File: src/rtl/pipe_pkg.sv
// Shared constants for the MIPS inter-stage pipeline registers.
// Payload widths are sized here so every stage instance agrees on its bundle layout.
package pipe_pkg;

    localparam logic [31:0] NOP_INSTR        = 32'h0000_0000;
    localparam logic [31:0] PC_RESET_DEFAULT = 32'h0000_3000;

    // F/D: pc+4
    localparam int FD_DATA_W = 32;
    // D/E: rs value, rt value, sign-extended immediate, write address
    localparam int DE_DATA_W = 32 + 32 + 32 + 5;
    // E/M: ALU result, rt value, HI, LO, write address
    localparam int EM_DATA_W = 5 + 32 + 32 + 32 + 32;
    // M/W: write address, ALU result, DM read data, HI, LO
    localparam int MW_DATA_W = 5 + 32 + 32 + 32 + 32;

    // Encoded as the number of held beats, so it drives occupancy directly.
    typedef enum logic [1:0] {
        OCC_EMPTY = 2'd0,
        OCC_ONE   = 2'd1,
        OCC_TWO   = 2'd2
    } occ_t;

endpackage

File: src/rtl/pipe_stage_reg_if.sv
// Upstream/downstream handshake bundle of one pipeline stage register.
// slave is the stage's view; master is the environment driving it.
interface pipe_stage_reg_if #(
    parameter int DATA_W = 128
);

    logic              in_valid;
    logic              in_ready;
    logic [31:0]       in_instr;
    logic [31:0]       in_pc;
    logic [DATA_W-1:0] in_data;

    logic              out_valid;
    logic              out_ready;
    logic [31:0]       out_instr;
    logic [31:0]       out_pc;
    logic [DATA_W-1:0] out_data;

    logic [1:0]        occupancy;

    modport slave (
        input  in_valid, in_instr, in_pc, in_data, out_ready,
        output in_ready, out_valid, out_instr, out_pc, out_data, occupancy
    );

    modport master (
        output in_valid, in_instr, in_pc, in_data, out_ready,
        input  in_ready, out_valid, out_instr, out_pc, out_data, occupancy
    );

endinterface

File: src/rtl/pipe_entry_reg.sv
// One loadable {valid, instr, pc, data} beat register; clear forces the bubble value.
// Clear wins over load; data is left untouched by clear.
module pipe_entry_reg
    import pipe_pkg::*;
#(
    parameter int          DATA_W   = 128,
    parameter logic [31:0] PC_RESET = PC_RESET_DEFAULT
) (
    input  logic              clk,
    input  logic              reset,
    input  logic              load,
    input  logic              clear,
    input  logic [31:0]       d_instr,
    input  logic [31:0]       d_pc,
    input  logic [DATA_W-1:0] d_data,
    output logic              q_valid,
    output logic [31:0]       q_instr,
    output logic [31:0]       q_pc,
    output logic [DATA_W-1:0] q_data
);

    always_ff @(posedge clk) begin
        if (reset) begin
            q_valid <= 1'b0;
            q_instr <= NOP_INSTR;
            q_pc    <= PC_RESET;
            q_data  <= '0;
        end else if (clear) begin
            q_valid <= 1'b0;
            q_instr <= NOP_INSTR;
            q_pc    <= PC_RESET;
        end else if (load) begin
            q_valid <= 1'b1;
            q_instr <= d_instr;
            q_pc    <= d_pc;
            q_data  <= d_data;
        end
    end

endmodule

File: src/rtl/pipe_stage_reg.sv
// Inter-stage pipeline register, 1-cycle latency, 1 beat/cycle; optional 2-entry skid
// so in_ready comes straight from a flop. Outputs are stable while out_ready is low.
module pipe_stage_reg
    import pipe_pkg::*;
#(
    parameter int          DATA_W   = 128,
    parameter logic [31:0] PC_RESET = PC_RESET_DEFAULT,
    parameter bit          SKID     = 1'b1
) (
    input  logic clk,
    input  logic reset,
    input  logic flush,
    pipe_stage_reg_if.slave bus
);

    occ_t state, state_nxt;
    logic in_ready_q;
    logic in_ready, in_fire, out_fire;

    logic              head_valid;
    logic [31:0]       head_instr, head_pc;
    logic [DATA_W-1:0] head_data;
    logic              skid_valid;
    logic [31:0]       skid_instr, skid_pc;
    logic [DATA_W-1:0] skid_data;

    logic head_load, head_from_skid, head_clear;
    logic skid_load, skid_clear;

    assign in_ready = SKID ? in_ready_q : (!head_valid || bus.out_ready);
    assign in_fire  = bus.in_valid && in_ready;
    assign out_fire = head_valid && bus.out_ready;

    always_comb begin
        state_nxt      = state;
        head_load      = 1'b0;
        head_from_skid = 1'b0;
        head_clear     = 1'b0;
        skid_load      = 1'b0;
        skid_clear     = 1'b0;
        if (flush) begin
            // Incoming beat is dropped; a same-cycle out_fire was already taken downstream.
            state_nxt  = OCC_EMPTY;
            head_clear = 1'b1;
            skid_clear = 1'b1;
        end else begin
            case (state)
                OCC_EMPTY: begin
                    if (in_fire) begin
                        state_nxt = OCC_ONE;
                        head_load = 1'b1;
                    end
                end
                OCC_ONE: begin
                    if (in_fire && out_fire) begin
                        head_load = 1'b1;
                    end else if (in_fire && SKID) begin
                        state_nxt = OCC_TWO;
                        skid_load = 1'b1;
                    end else if (out_fire) begin
                        state_nxt  = OCC_EMPTY;
                        head_clear = 1'b1;
                    end
                end
                OCC_TWO: begin
                    if (out_fire) begin
                        state_nxt      = OCC_ONE;
                        head_load      = 1'b1;
                        head_from_skid = 1'b1;
                        skid_clear     = 1'b1;
                    end
                end
                default: begin
                    state_nxt  = OCC_EMPTY;
                    head_clear = 1'b1;
                    skid_clear = 1'b1;
                end
            endcase
        end
    end

    always_ff @(posedge clk) begin
        if (reset) begin
            state      <= OCC_EMPTY;
            in_ready_q <= 1'b1;
        end else begin
            state      <= state_nxt;
            in_ready_q <= (state_nxt != OCC_TWO);
        end
    end

    pipe_entry_reg #(
        .DATA_W   (DATA_W),
        .PC_RESET (PC_RESET)
    ) u_head (
        .clk     (clk),
        .reset   (reset),
        .load    (head_load),
        .clear   (head_clear),
        .d_instr (head_from_skid ? skid_instr : bus.in_instr),
        .d_pc    (head_from_skid ? skid_pc    : bus.in_pc),
        .d_data  (head_from_skid ? skid_data  : bus.in_data),
        .q_valid (head_valid),
        .q_instr (head_instr),
        .q_pc    (head_pc),
        .q_data  (head_data)
    );

    generate
        if (SKID) begin : g_skid
            pipe_entry_reg #(
                .DATA_W   (DATA_W),
                .PC_RESET (PC_RESET)
            ) u_skid (
                .clk     (clk),
                .reset   (reset),
                .load    (skid_load),
                .clear   (skid_clear),
                .d_instr (bus.in_instr),
                .d_pc    (bus.in_pc),
                .d_data  (bus.in_data),
                .q_valid (skid_valid),
                .q_instr (skid_instr),
                .q_pc    (skid_pc),
                .q_data  (skid_data)
            );
        end else begin : g_no_skid
            logic unused_skid_ctrl;
            assign unused_skid_ctrl = skid_load | skid_clear | skid_valid;
            assign skid_valid = 1'b0;
            assign skid_instr = NOP_INSTR;
            assign skid_pc    = PC_RESET;
            assign skid_data  = '0;
        end
    endgenerate

    assign bus.in_ready  = in_ready;
    assign bus.out_valid = head_valid;
    assign bus.out_instr = head_instr;
    assign bus.out_pc    = head_pc;
    assign bus.out_data  = head_data;
    assign bus.occupancy = state;

endmodule

File: src/flat_wrapper.sv
// flat-port wrapper written by rule: the top's interface ports become plain ports
module pipe_stage_reg_flat import pipe_pkg::*;
#(
    parameter int          DATA_W   = 128,
    parameter logic [31:0] PC_RESET = PC_RESET_DEFAULT,
    parameter bit          SKID     = 1'b1
)
  (clk, reset, flush, bus_in_valid, bus_in_instr, bus_in_pc, bus_in_data, bus_out_ready, bus_in_ready, bus_out_valid, bus_out_instr, bus_out_pc, bus_out_data, bus_occupancy);
  pipe_stage_reg_if #(.DATA_W(DATA_W)) bus_i ();
  input  logic clk;
  input  logic reset;
  input  logic flush;
  input wire logic [$bits(bus_i.in_valid)-1:0] bus_in_valid;
  input wire logic [$bits(bus_i.in_instr)-1:0] bus_in_instr;
  input wire logic [$bits(bus_i.in_pc)-1:0] bus_in_pc;
  input wire logic [$bits(bus_i.in_data)-1:0] bus_in_data;
  input wire logic [$bits(bus_i.out_ready)-1:0] bus_out_ready;
  output wire logic [$bits(bus_i.in_ready)-1:0] bus_in_ready;
  output wire logic [$bits(bus_i.out_valid)-1:0] bus_out_valid;
  output wire logic [$bits(bus_i.out_instr)-1:0] bus_out_instr;
  output wire logic [$bits(bus_i.out_pc)-1:0] bus_out_pc;
  output wire logic [$bits(bus_i.out_data)-1:0] bus_out_data;
  output wire logic [$bits(bus_i.occupancy)-1:0] bus_occupancy;
  assign bus_i.in_valid = bus_in_valid;
  assign bus_i.in_instr = bus_in_instr;
  assign bus_i.in_pc = bus_in_pc;
  assign bus_i.in_data = bus_in_data;
  assign bus_i.out_ready = bus_out_ready;
  assign bus_in_ready = bus_i.in_ready;
  assign bus_out_valid = bus_i.out_valid;
  assign bus_out_instr = bus_i.out_instr;
  assign bus_out_pc = bus_i.out_pc;
  assign bus_out_data = bus_i.out_data;
  assign bus_occupancy = bus_i.occupancy;
  pipe_stage_reg #(.DATA_W(DATA_W), .PC_RESET(PC_RESET), .SKID(SKID)) u_core (.clk(clk), .reset(reset), .flush(flush), .bus(bus_i));
endmodule
File: config.mk
export PLATFORM = sky130hd
export DESIGN_NAME = pipe_stage_reg_flat
export DESIGN_NICKNAME = d
export VERILOG_FILES = /design/src/rtl/pipe_pkg.sv /design/src/rtl/pipe_stage_reg_if.sv /design/src/rtl/pipe_entry_reg.sv /design/src/rtl/pipe_stage_reg.sv /design/src/flat_wrapper.sv
export SDC_FILE = /design/constraint.sdc
export NUM_CORES = 1
export LEC_CHECK = 0
export CORE_ASPECT_RATIO = 0.8
export CORE_MARGIN = 5
export CORE_UTILIZATION = 45
export DETAILED_ROUTE_END_ITERATION = 12
export PLACE_DENSITY_LB_ADDON = 0.2
export SLEW_MARGIN = 20
export SYNTH_ARGS = -nofsm -noshare
export SYNTH_HDL_FRONTEND = slang
export SYNTH_SLANG_ARGS = --single-unit
File: constraint.sdc
create_clock -name clk -period 3.8 [get_ports clk]
set_input_delay 0.38 -clock clk [delete_from_list [all_inputs] [get_ports clk]]
set_output_delay 0.38 -clock clk [all_outputs]
set_load 0.1 [all_outputs]
==> results of run 1 <==
## stage by stage
stage / cell area (sq um) / utilization, % / power [W]
2_1_floorplan: 14900 / - / 0.00561
4_1_cts: 20200 / 61.9 / 0.0100
3_5_place_dp: 19000 / 58.1 / 0.00620
3_3_place_gp: 19000 / 58.1 / 0.00618
6_report: 20200 / 62.0 / 0.00991
5_1_grt: 20200 / 62.0 / 0.0103
## registers in the layout (all words and copies together) (netlist names)
| signal | flops |
|---|---|
| u_core.g_skid.u_skid.q_data | 128 |
| u_core.bus.in_ready | 1 |
| u_core.bus.occupancy | 2 |
| u_core.g_skid.u_skid.q_pc | 32 |
| u_core.g_skid.u_skid.q_instr | 32 |
| u_core.u_head.q_data | 128 |
| u_core.u_head.q_pc | 32 |
| u_core.u_head.q_instr | 32 |
| u_core.u_head.q_valid | 1 |
## layout by cell type, fill, tap and decap left out, types with 2 or more instances in the layout
cell             count
diode_2              4
a21oi_1            191
and2_1               3
clkbuf_16           41
nor2_1             132
o21ai_1             30
nor3_1               2
nand2_1            766
buf_12              12
a31oi_1             64
bufinv_16            2
a311oi_1           128
nand3b_1             2
o21ai_0             33
clkbuf_8             8
nand4_1              2
buf_4               11
clkinv_2             4
dfxtp_1            388
mux2i_1              3
clkbuf_1            11
clkdlybuf4s50_1    391
## worst max-delay path by stage
stage,start,endpoint,slack (ns),cells after the start
after floorplan,u_core.bus.occupancy[0]$_SDFF_PP0_,u_core.g_skid.u_skid.q_pc[0]$_SDFFE_PP0P_,1.27,7
after global placement,flush,u_core.g_skid.u_skid.q_pc[12]$_SDFFE_PP1P_,1.07,5
after detailed placement,flush,u_core.u_head.q_data[85]$_SDFFE_PP0P_,1.03,6
after CTS,u_core.bus.occupancy[1]$_SDFF_PP0_,bus_occupancy[1],1.16,1
after global routing,u_core.bus.occupancy[1]$_SDFF_PP0_,bus_occupancy[1],1.13,1
final,u_core.bus.occupancy[1]$_SDFF_PP0_,bus_occupancy[1],1.20,1
## layer usage
layer | track usage (%) | part of all wire [%] | vias up
li1 | - | - | 7064
met1 | 31.7 | 42 | 6770
met2 | 37.7 | 47 | 488
met3 | 5.20 | 7.7 | 81
met4 | 7.87 | 3.1 | 2
met5 | 0 | 0.044 | -
## where the power goes
group	internal, W	switching (W)	total (W)
combinational	0.000515	0.00130	0.00181
clock	0.00225	0.00155	0.00380
sequential	0.00421	0.0000844	0.00430
## logic make-up after synthesis
| family | after synthesis | share of synthesized area [%] |
|---|---|---|
| buffers and inverters | 170 | 5.06 |
| AOI/OAI and AO/OA | 452 | 19.2 |
| and+or+nand+nor | 915 | 23.4 |
| muxes | 3 | 0.202 |
| DFF | 388 | 52.1 |
## final cells by class
cell class / instances / area, sq um / share of cell area (%)
inverters: 1 / 3.75 / 0.0186
well taps: 427 / 534 / 2.64
repair buffers: 415 / 4250 / 21.0
clock inverters: 8 / 96.3 / 0.476
flip-flops and latches: 388 / 7770 / 38.4
diodes: 4 / 10.0 / 0.0495
clock buffers: 59 / 1160 / 5.75
multi-input cells: 1370 / 6400 / 31.6
==> results.rst, run 1 <==
.. list-table::
   :header-rows: 1

   * - Metric
     - Value
   * - Via count
     - 14400
   * - Synth cell types
     - 31
   * - Worst min-delay path startpoint
     - reset
   * - Post-CTS sizing
     - 0
   * - Final slew viol count
     - 0
   * - Proportion of synthesized chip area in sequential cells
     - 52.1%
   * - Top area cells in the synthesized netlist
     - dfxtp_1 52%, nand2_1 19%, a311oi_1 7.5%
   * - Drt via density
     - 5.39
   * - Depth of the CTS H-tree
     - 2
   * - Worst relative slew slack
     - 23.9%
   * - Worst hold endpoint
     - u_core.u_head.q_data[6]$_SDFFE_PP0P_
   * - Fraction of final layout cells sized beyond drive strength 1
     - 3.93%
   * - Wire length of the first global-routing pass
     - 72500 microns
   * - Required time worst endpoint
     - 3.42 ns
   * - Cell Area, Synth
     - 0.0149 sq mm
   * - Global-route usage over all layers
     - about a quarter
   * - Synthesis-to-layout area growth
     - 35.7%
   * - Placement Rows
     - 59
   * - Worst flop-to-flop path endpoint
     - u_core.g_skid.u_skid.q_instr[10]$_SDFFE_PP0P_
   * - Worst Skew
     - just over 0.009 ns
   * - Clock tree buffer depth
     - 3
   * - Clock buffer count from CTS
     - 40
   * - I/O Buffers
     - approximately 400
   * - Drt first-iter violations
     - approximately 1300
   * - Hold Path Class
     - in2reg
   * - Slowest cell on the critical path
     - clkdlybuf4s50_1
   * - Arrival time of the worst setup path
     - 2.22 ns
   * - Clock tree from TritonCTS
     - built
   * - Max Cap Violations
     - 0
   * - Total setup violations reported at the end of the flow
     - 0
   * - Net count of the mapped netlist
     - roughly 2100
   * - Skew-Pair Late Insertion Delay
     - 0.52 ns
   * - Total negative slack
     - 0 ns
   * - Count of antenna-violating nets left after detailed routing
     - 0
   * - Type of the worst setup path
     - reg2out
   * - Final routed wirelength across all metal layers
     - 45800 microns
   * - Library cell used as clock root buffer
     - clkbuf_16
   * - FMAX
     - 0.385 GHz
   * - Cell type with the largest total area after synthesis
     - dfxtp_1
   * - LEAKAGE
     - about 7 nW
   * - Final HPWL from detailed placement
     - 29300 microns
   * - Result of the run
     - complete, no violations
   * - Die area
     - 0.0369 sq mm
   * - Final clock period utilization by the worst path
     - approximately 70%
   * - Mean area per synthesized cell
     - 7.73 sq um
   * - Most used standard cells in the synthesized netlist
     - 767 x nand2_1, 388 x dfxtp_1, 191 x a21oi_1
   * - Fraction of synthesized cell area taken by the top area cell type
     - 52.1%
   * - Clock Sink Count
     - 388
   * - Overflow after GRT
     - 0
   * - Hold-fix buffer count after cts
     - 0
   * - Most instantiated library cell after synthesis
     - nand2_1
   * - CP startpoint kind
     - flop
   * - Buffer and inverter count on the worst path
     - 1
   * - Number of cells traversed by the worst register-to-register path
     - 5
   * - Worst Max-Slew Pin Slew
     - 1.14 ns
   * - Largest net degree at the start of global routing
     - 122
   * - Worst setup EP type
     - output pin
   * - Post-route worst setup slack
     - 1.20 ns
   * - Layout Nets
     - 2413
   * - Post-place setup slack
     - 1.03 ns
   * - Clock transition at path regs
     - ~0.06 ns
   * - Core Footprint
     - 0.0326 sq mm
   * - Number of enable flip-flop cells after synthesis
     - 0
   * - Filler Cells Inserted
     - 2854
   * - Setup fix buffers added after clock tree synthesis
     - 0
   * - Average wire per standard cell
     - 17.1 microns
   * - Cell Count Post-Placement
     - 2601
   * - Delay contributed by the slowest stage of the critical path
     - 1.23 ns
   * - Via count of the first global-routing pass
     - around 13000
   * - Number of instances in the synthesized netlist
     - 1928
   * - Routability cong.
     - between 0.8 and 0.9
   * - Number of antenna violations at the first check in global routing
     - 5
   * - IO Count
     - 393
   * - RSZ-0062 raised after global routing
     - no
   * - Async S/R FF share, synth
     - 0%
   * - Cell Pwr Density
     - 490 mW/mm^2
   * - Synth warn
     - 0
   * - Number of remaining DRC errors
     - 0
   * - Minimum period implied by the final worst setup slack
     - 2.60 ns
   * - Series of cell instances along the critical path
     - clkdlybuf4s50_1
   * - Number of storage elements in the synthesis netlist
     - 388
   * - Worst slack on hold paths
     - 0.240 ns
   * - Top flip-flop cell by instance count after synthesis
     - dfxtp_1
   * - VDD IR-drop max
     - about 280 uV
   * - Crit Reg-Reg Startpoint
     - u_core.bus.occupancy[1]$_SDFF_PP0_
   * - Chip height
     - 173 microns
   * - Worst reg-to-reg setup slack
     - 1.54 ns
   * - Critical-path maximum fanout
     - 8
   * - Final instance count without filler cells
     - 2672
   * - Hold Path Cell Cnt
     - 2
   * - Count of TritonRoute iterations in the first routing pass
     - 5
   * - Initial core utilization
     - a little under half
   * - Floorplan die width
     - around 210 microns
   * - Final Hold Fails
     - 0
   * - Category of cells accounting for the largest share of critical-path delay
     - buffers and inverters
Power figures use the tool's default switching activity.
==> inputs of run 2 (changes only) <==
==> constraint.sdc (replaced) <==
create_clock -name clk -period 2.5 [get_ports clk]
set_input_delay 0.25 -clock clk [delete_from_list [all_inputs] [get_ports clk]]
set_output_delay 0.25 -clock clk [all_outputs]
set_load 0.1 [all_outputs]
==> results.rst, run 2 (synthesis gave the netlist of run 1 again) <==
.. list-table::
   :header-rows: 1

   * - Metric
     - Value
   * - Clock transition at path regs
     - roughly 0.06 ns
   * - Floorplan die width
     - between 200 and 250 microns
   * - Sw power
     - 0.00460 W
   * - Number of antenna violations at the first check in global routing
     - 4
   * - Final clock period utilization by the worst path
     - just over 80%
   * - Worst min-delay path startpoint
     - bus_in_instr[17]
   * - CP startpoint kind
     - flop
   * - Post-route core utilization
     - 61.9%
   * - Area taken by flip-flops and latches
     - 0.00777 sq mm
   * - Clock buffer count from CTS
     - 40
   * - Largest net degree at the start of global routing
     - between 200 and 300
   * - Filler Cells Inserted
     - 2906
   * - Chip height
     - 173 microns
   * - Worst slack on hold paths
     - 0.297 ns
   * - FMAX
     - 0.496 GHz
   * - Slowest cell on the critical path
     - dfxtp_1
   * - Share of total power in sequential cells
     - between 40% and 50%
   * - Global-route usage over all layers
     - 23.3%
   * - Drt first-iter violations
     - 1156
   * - Top routing layer used
     - met4
   * - IO Count
     - between 300 and 400
   * - Fraction of power consumed by the clock network
     - 40.2%
   * - Area of all placed cells without fillers
     - about 0.020 sq mm
   * - Commonest non-fill, non-tap cell in the layout
     - nand2_1
   * - Die area
     - 0.0369 sq mm
   * - Via count
     - ~14000
   * - Wire length of the first global-routing pass
     - 71700 microns
   * - Final routed wirelength across all metal layers
     - 45700 microns
   * - Result of the run
     - complete, no violations
   * - I/O Buffers
     - between 300 and 400
   * - Post-route worst setup slack
     - 0.485 ns
   * - Final HPWL from detailed placement
     - between 20000 and 30000 microns
   * - Clock tree buffer depth
     - 3
   * - Hold-fix buffer count after cts
     - 1
   * - Worst setup EP type
     - flop
   * - Count of antenna-violating nets left after detailed routing
     - 0
   * - Layout Nets
     - 2434
   * - Post-place setup slack
     - 0.166 ns
   * - Initial core utilization
     - 45.7%
   * - Internal power contribution
     - 0.0109 W
   * - Regs by FF count
     - u_core.g_skid.u_skid.q_data x128, u_core.u_head.q_data x128
   * - Overflow after GRT
     - 0
   * - Series of cell instances along the critical path
     - a21boi_0 > o32ai_4 > buf_12 > buf_12 > nor2_1 > a311oi_1
   * - Core Footprint
     - 0.0326 sq mm
   * - Placement Rows
     - around 60
   * - Final Hold Fails
     - 0
   * - Type of the worst setup path
     - reg2reg
   * - Count of TritonRoute iterations in the first routing pass
     - 6
   * - Total met2 wirelength after detailed routing
     - around 22000 microns
   * - Critical-path maximum fanout
     - 41
   * - Setup fix buffers added after clock tree synthesis
     - 0
   * - RSZ-0062 raised after global routing
     - no
   * - Cell seen most often among critical-path stages
     - buf_12
   * - Arrival time of the worst setup path
     - 2.43 ns
   * - Worst relative slew slack
     - roughly half
   * - Area post-placement
     - about 0.019 sq mm
   * - Delay contributed by the slowest stage of the critical path
     - 0.43 ns
   * - Total negative slack
     - 0 ns
   * - Via count of the first global-routing pass
     - 13400
   * - Category of cells accounting for the largest share of critical-path delay
     - compound AO/OA/AOI/OAI gates
   * - Required time worst endpoint
     - just under 3 ns
   * - Depth of the CTS H-tree
     - 2
   * - Synthesis-to-layout area growth
     - 35.6%
   * - Routability cong.
     - between 0.8 and 0.9
   * - Number of remaining DRC errors
     - 0
   * - Max Cap Violations
     - 0
   * - Worst Skew
     - 0.0125 ns
   * - Multi-input gate area
     - 0.00640 sq mm
   * - Worst Max-Slew Pin Slew
     - 0.772 ns
   * - Post-CTS sizing
     - 0
   * - Total setup violations reported at the end of the flow
     - 0
   * - Clock tree from TritonCTS
     - built
   * - Library cell used as clock root buffer
     - clkbuf_16
   * - LEAKAGE
     - 7.66 nW
   * - Critical Path Start
     - u_core.u_head.q_valid$_SDFFE_PP0P_
   * - Final slew viol count
     - 0
   * - Fraction of final layout cells sized beyond drive strength 1
     - 13.9%
   * - Wire length on met3
     - roughly 3900 microns
   * - Top library cells by usage in the layout, fill and taps aside
     - 766 x nand2_1, 387 x dfxtp_1, 213 x buf_4
   * - Hold Path Class
     - in2reg
   * - Cell Pwr Density
     - 768 mW/mm^2
   * - Average wire per standard cell
     - 16.9 microns
   * - Minimum period implied by the final worst setup slack
     - 2.01 ns
   * - Clock Sink Count
     - 388
   * - VDD IR-drop max
     - 507 uV
   * - Logic gate share of total power
     - between 15 and 20%
   * - Buffer and inverter count on the worst path
     - 2
   * - Crit Reg-Reg Startpoint
     - u_core.u_head.q_valid$_SDFFE_PP0P_
   * - Drt via density
     - 5.32
   * - Net switching fraction of the power
     - 29.6%
   * - Skew-Pair Late Insertion Delay
     - between 0.5 and 0.6 ns
   * - Metal-1 WL
     - 18800 microns
-- run 2: worst paths after layout --
kind,end,slack [ns],cells past startpoint
worst max-delay path,u_core.u_head.q_data[15]$_SDFFE_PP0P_,0.49,6
worst min-delay path,u_core.g_skid.u_skid.q_instr[17]$_SDFFE_PP0P_,0.30,3
worst max register to register,u_core.u_head.q_data[15]$_SDFFE_PP0P_,0.49,6
worst min register to register,u_core.g_skid.u_skid.q_instr[7]$_SDFFE_PP0P_,0.45,2
-- run 2: layout make-up --
class                           instances  area share, %
Inverter                                1         0.0186
Timing Repair Buffer                  436           20.3
Antenna cell                            4         0.0496
Clock inverter                         21           1.39
Clock buffer                           50           5.45
Tap cell                              427           2.65
Sequential cell                       388           38.5
Multi-Input combinational cell       1370           31.7
-- run 2: power groups by stage --
stage	Clock, W	Sequential (W)	Combinational, W
floorplan	0	0.00798	0.000553
global placement	0	0.00666	0.00272
detailed placement	0	0.00667	0.00274
CTS	0.00637	0.00653	0.00275
global route	0.00665	0.00656	0.00287
finish	0.00624	0.00653	0.00274
-- run 2: tightest hold or removal path, cell delays in order --
cell and delay [ns]:
clkdlybuf4s50_1 0.41, nand2_1 0.06, a21oi_1 0.05
-- run 2: through the flow --
| stage | total power [W] | cells |
|---|---|---|
| final | 0.0155 | 2697 |
| after floorplan | 0.00853 | 1928 |
| after CTS | 0.0156 | 2692 |
| after detailed placement | 0.00941 | 2620 |
| after global routing | 0.0161 | 2697 |
| after global placement | 0.00938 | 2620 |
-- run 2: metal layers --
layer | vias to the layer above | track usage (%)
li1 | 7123 | -
met1 | 6678 | 30.2
met2 | 459 | 37.3
met3 | 81 | 6.41
met4 | 0 | 8.11
met5 | - | 0
==> inputs of run 3 (changes only) <==
--- a/config.mk
+++ b/config.mk
@@ -7,7 +7,7 @@
 export LEC_CHECK = 0
 export CORE_ASPECT_RATIO = 0.8
 export CORE_MARGIN = 5
-export CORE_UTILIZATION = 45
+export CORE_UTILIZATION = 44
 export DETAILED_ROUTE_END_ITERATION = 12
 export PLACE_DENSITY_LB_ADDON = 0.2
 export SLEW_MARGIN = 20
==> constraint.sdc (replaced) <==
create_clock -name clk -period 1.8 [get_ports clk]
set_input_delay 0.18 -clock clk [delete_from_list [all_inputs] [get_ports clk]]
set_output_delay 0.18 -clock clk [all_outputs]
set_load 0.1 [all_outputs]
==> results.rst, run 3 (synthesis gave the netlist of run 1 again) <==
.. list-table::
   :header-rows: 1

   * - Metric
     - Value
   * - IO Count
     - 393
   * - VDD IR-drop max
     - between 500 and 600 uV
   * - Average wire per standard cell
     - 17.6 microns
   * - Drt via density
     - 5.39
   * - Count of TritonRoute iterations in the first routing pass
     - 5
   * - Required time worst endpoint
     - 2.19 ns
   * - Final Hold Fails
     - 0
   * - Critical-path maximum fanout
     - 60
   * - Worst setup EP type
     - flop
   * - Logic gate share of total power
     - 18.7%
   * - Chip height
     - 175 microns
   * - Sw power
     - between 0.006 and 0.007 W
   * - Buffer and inverter count on the worst path
     - 1
   * - Type of the worst setup path
     - reg2reg
   * - Die area
     - 0.0377 sq mm
   * - Category of cells accounting for the largest share of critical-path delay
     - simple AND/OR/NAND/NOR gates
   * - Depth of the CTS H-tree
     - 2
   * - Clock buffer count from CTS
     - 39
   * - Result of the run
     - complete, no violations
   * - Minimum period implied by the final worst setup slack
     - 1.74 ns
   * - Placement Rows
     - 60
   * - Fraction of final layout cells sized beyond drive strength 1
     - 16.3%
   * - I/O Buffers
     - roughly 400
   * - Synthesis-to-layout area growth
     - 42.4%
   * - LEAKAGE
     - 8.18 nW
   * - Floorplan die width
     - 216 microns
   * - Drt first-iter violations
     - approximately 1300
   * - CP startpoint kind
     - flop
   * - Max Cap Violations
     - 0
   * - RSZ-0062 raised after global routing
     - yes
   * - Worst Skew
     - ~0.014 ns
   * - Share of total power in sequential cells
     - 42.2%
   * - Regs by FF count
     - u_core.g_skid.u_skid.q_data x128, u_core.u_head.q_data x128
   * - Wire length of the first global-routing pass
     - ~75000 microns
   * - Final clock period utilization by the worst path
     - around 97%
   * - Hold Path Class
     - in2reg
   * - Initial core utilization
     - 44.4%
   * - Worst Max-Slew Pin Slew
     - 0.695 ns
   * - Global-route usage over all layers
     - 23.9%
   * - Final slew viol count
     - 0
   * - Number of cells traversed by the worst register-to-register path
     - 5
   * - Fraction of power consumed by the clock network
     - 39.2%
   * - Layout Nets
     - 2495
   * - Clock tree from TritonCTS
     - built
   * - Area of all placed cells without fillers
     - 0.0212 sq mm
   * - Internal power contribution
     - 0.0152 W
   * - Cell depth of the worst setup path
     - 5
   * - Final HPWL from detailed placement
     - 31400 microns
   * - Skew-Pair Late Insertion Delay
     - 0.53 ns
   * - Net switching fraction of the power
     - about 30%
   * - FMAX
     - 0.575 GHz
   * - Count of antenna-violating nets left after detailed routing
     - 0
   * - Final routed wirelength across all metal layers
     - 48600 microns
   * - Number of remaining DRC errors
     - 0
   * - Hold Path Cell Cnt
     - 3
   * - Routability cong.
     - roughly 0.8
   * - Clock transition at path regs
     - about 0.060 ns
   * - Total setup violations reported at the end of the flow
     - 0
   * - Series of cell instances along the critical path
     - and2_1 > or4_4 > buf_12 > nand2_1 > a21oi_1
   * - Worst relative slew slack
     - 53.7%
   * - Cell Pwr Density
     - between 1000 and 1500 mW/mm^2
   * - Via count of the first global-routing pass
     - roughly 14000
   * - Clock tree buffer depth
     - 3
   * - Via count
     - 14900
   * - Slowest cell on the critical path
     - or4_4
   * - Arrival time of the worst setup path
     - 2.13 ns
   * - Delay contributed by the slowest stage of the critical path
     - 0.57 ns
   * - Post-route core utilization
     - 63.2%
   * - Commonest non-fill, non-tap cell in the layout
     - nand2_1
   * - Area post-placement
     - 0.0194 sq mm
   * - Library cell used as clock root buffer
     - clkbuf_16
   * - Clock Sink Count
     - 388
   * - Overflow after GRT
     - 0
   * - Largest net degree at the start of global routing
     - 154
   * - Number of antenna violations at the first check in global routing
     - 2
   * - Core Footprint
     - 0.0336 sq mm
   * - Top library cells by usage in the layout, fill and taps aside
     - 766 x nand2_1, 384 x dfxtp_1, 235 x buf_4
-- run 3: worst paths after layout --
| path | startpoint | to | slack [ns] |
|---|---|---|---|
| max | u_core.u_head.q_valid$_SDFFE_PP0P_ | u_core.g_skid.u_skid.q_data[108]$_SDFFE_PP0P_ | 0.06 |
| min | bus_in_data[49] | u_core.g_skid.u_skid.q_data[49]$_SDFFE_PP0P_ | 0.23 |
| max reg2reg | u_core.u_head.q_valid$_SDFFE_PP0P_ | u_core.g_skid.u_skid.q_data[108]$_SDFFE_PP0P_ | 0.06 |
| min reg2reg | u_core.g_skid.u_skid.q_data[82]$_SDFFE_PP0P_ | u_core.g_skid.u_skid.q_data[82]$_SDFFE_PP0P_ | 0.45 |
-- run 3: metrics by stage --
step / setup TNS (ns) / total power (W) / std cells / setup WS, ns / hold WS (ns)
3_5_place_dp: -87.45 / 0.0131 / 2674 / -0.402 / 0.417
2_1_floorplan: -4.54 / 0.0119 / 1928 / -0.0405 / 0.309
3_3_place_gp: -71.72 / 0.0131 / 2674 / -0.276 / 0.410
6_report: 0 / 0.0216 / 2763 / 0.0608 / 0.230
4_1_cts: -0.0642 / 0.0217 / 2753 / -0.0181 / 0.201
5_1_grt: -0.00294 / 0.0223 / 2763 / -0.00168 / 0.226
-- run 3: cell type report --
| type | count | area [sq um] |
|---|---|---|
| Tap cell | 434 | 543 |
| Fill cell | 2839 | 12300 |
| Antenna cell | 1 | 2.50 |
| Timing Repair Buffer | 498 | 5110 |
| Inverter | 1 | 3.75 |
| Sequential cell | 388 | 7780 |
| Multi-Input combinational cell | 1370 | 6430 |
| Clock inverter | 8 | 115 |
| Clock buffer | 63 | 1230 |
-- run 3: power groups by stage --
| stage | Combinational [W] | Clock (W) | Sequential [W] |
|---|---|---|---|
| detailed placement | 0.00386 | 0 | 0.00927 |
| global placement | 0.00382 | 0 | 0.00927 |
| floorplan | 0.000775 | 0 | 0.0111 |
| CTS | 0.00397 | 0.00860 | 0.00909 |
| finish | 0.00403 | 0.00844 | 0.00909 |
| global route | 0.00421 | 0.00895 | 0.00912 |
-- run 3: what timing repair did --
item	in CTS	in global routing
gates resized for setup	14	13
cloned	6	6
buffers inserted	1	3
hold buffers	1	0
endpoints found under the setup margin	139	288
hold endpoints to repair	1	0
pin swaps	14	22
-- run 3: per-layer routing --
layer	track usage [%]	wire length, microns	vias to the layer above
met4	7.04	1260	2
met1	32.8	20700	7032
met2	37.9	22600	552
li1	-	-	7237
met3	5.65	4040	83
met5	0	11	-
-- run 3: tightest hold or removal path: cells and delay by family --
family	cells	cell delay, ns
buf+inv	1	0.42
simple gates	1	0.06
compound gates	1	0.05
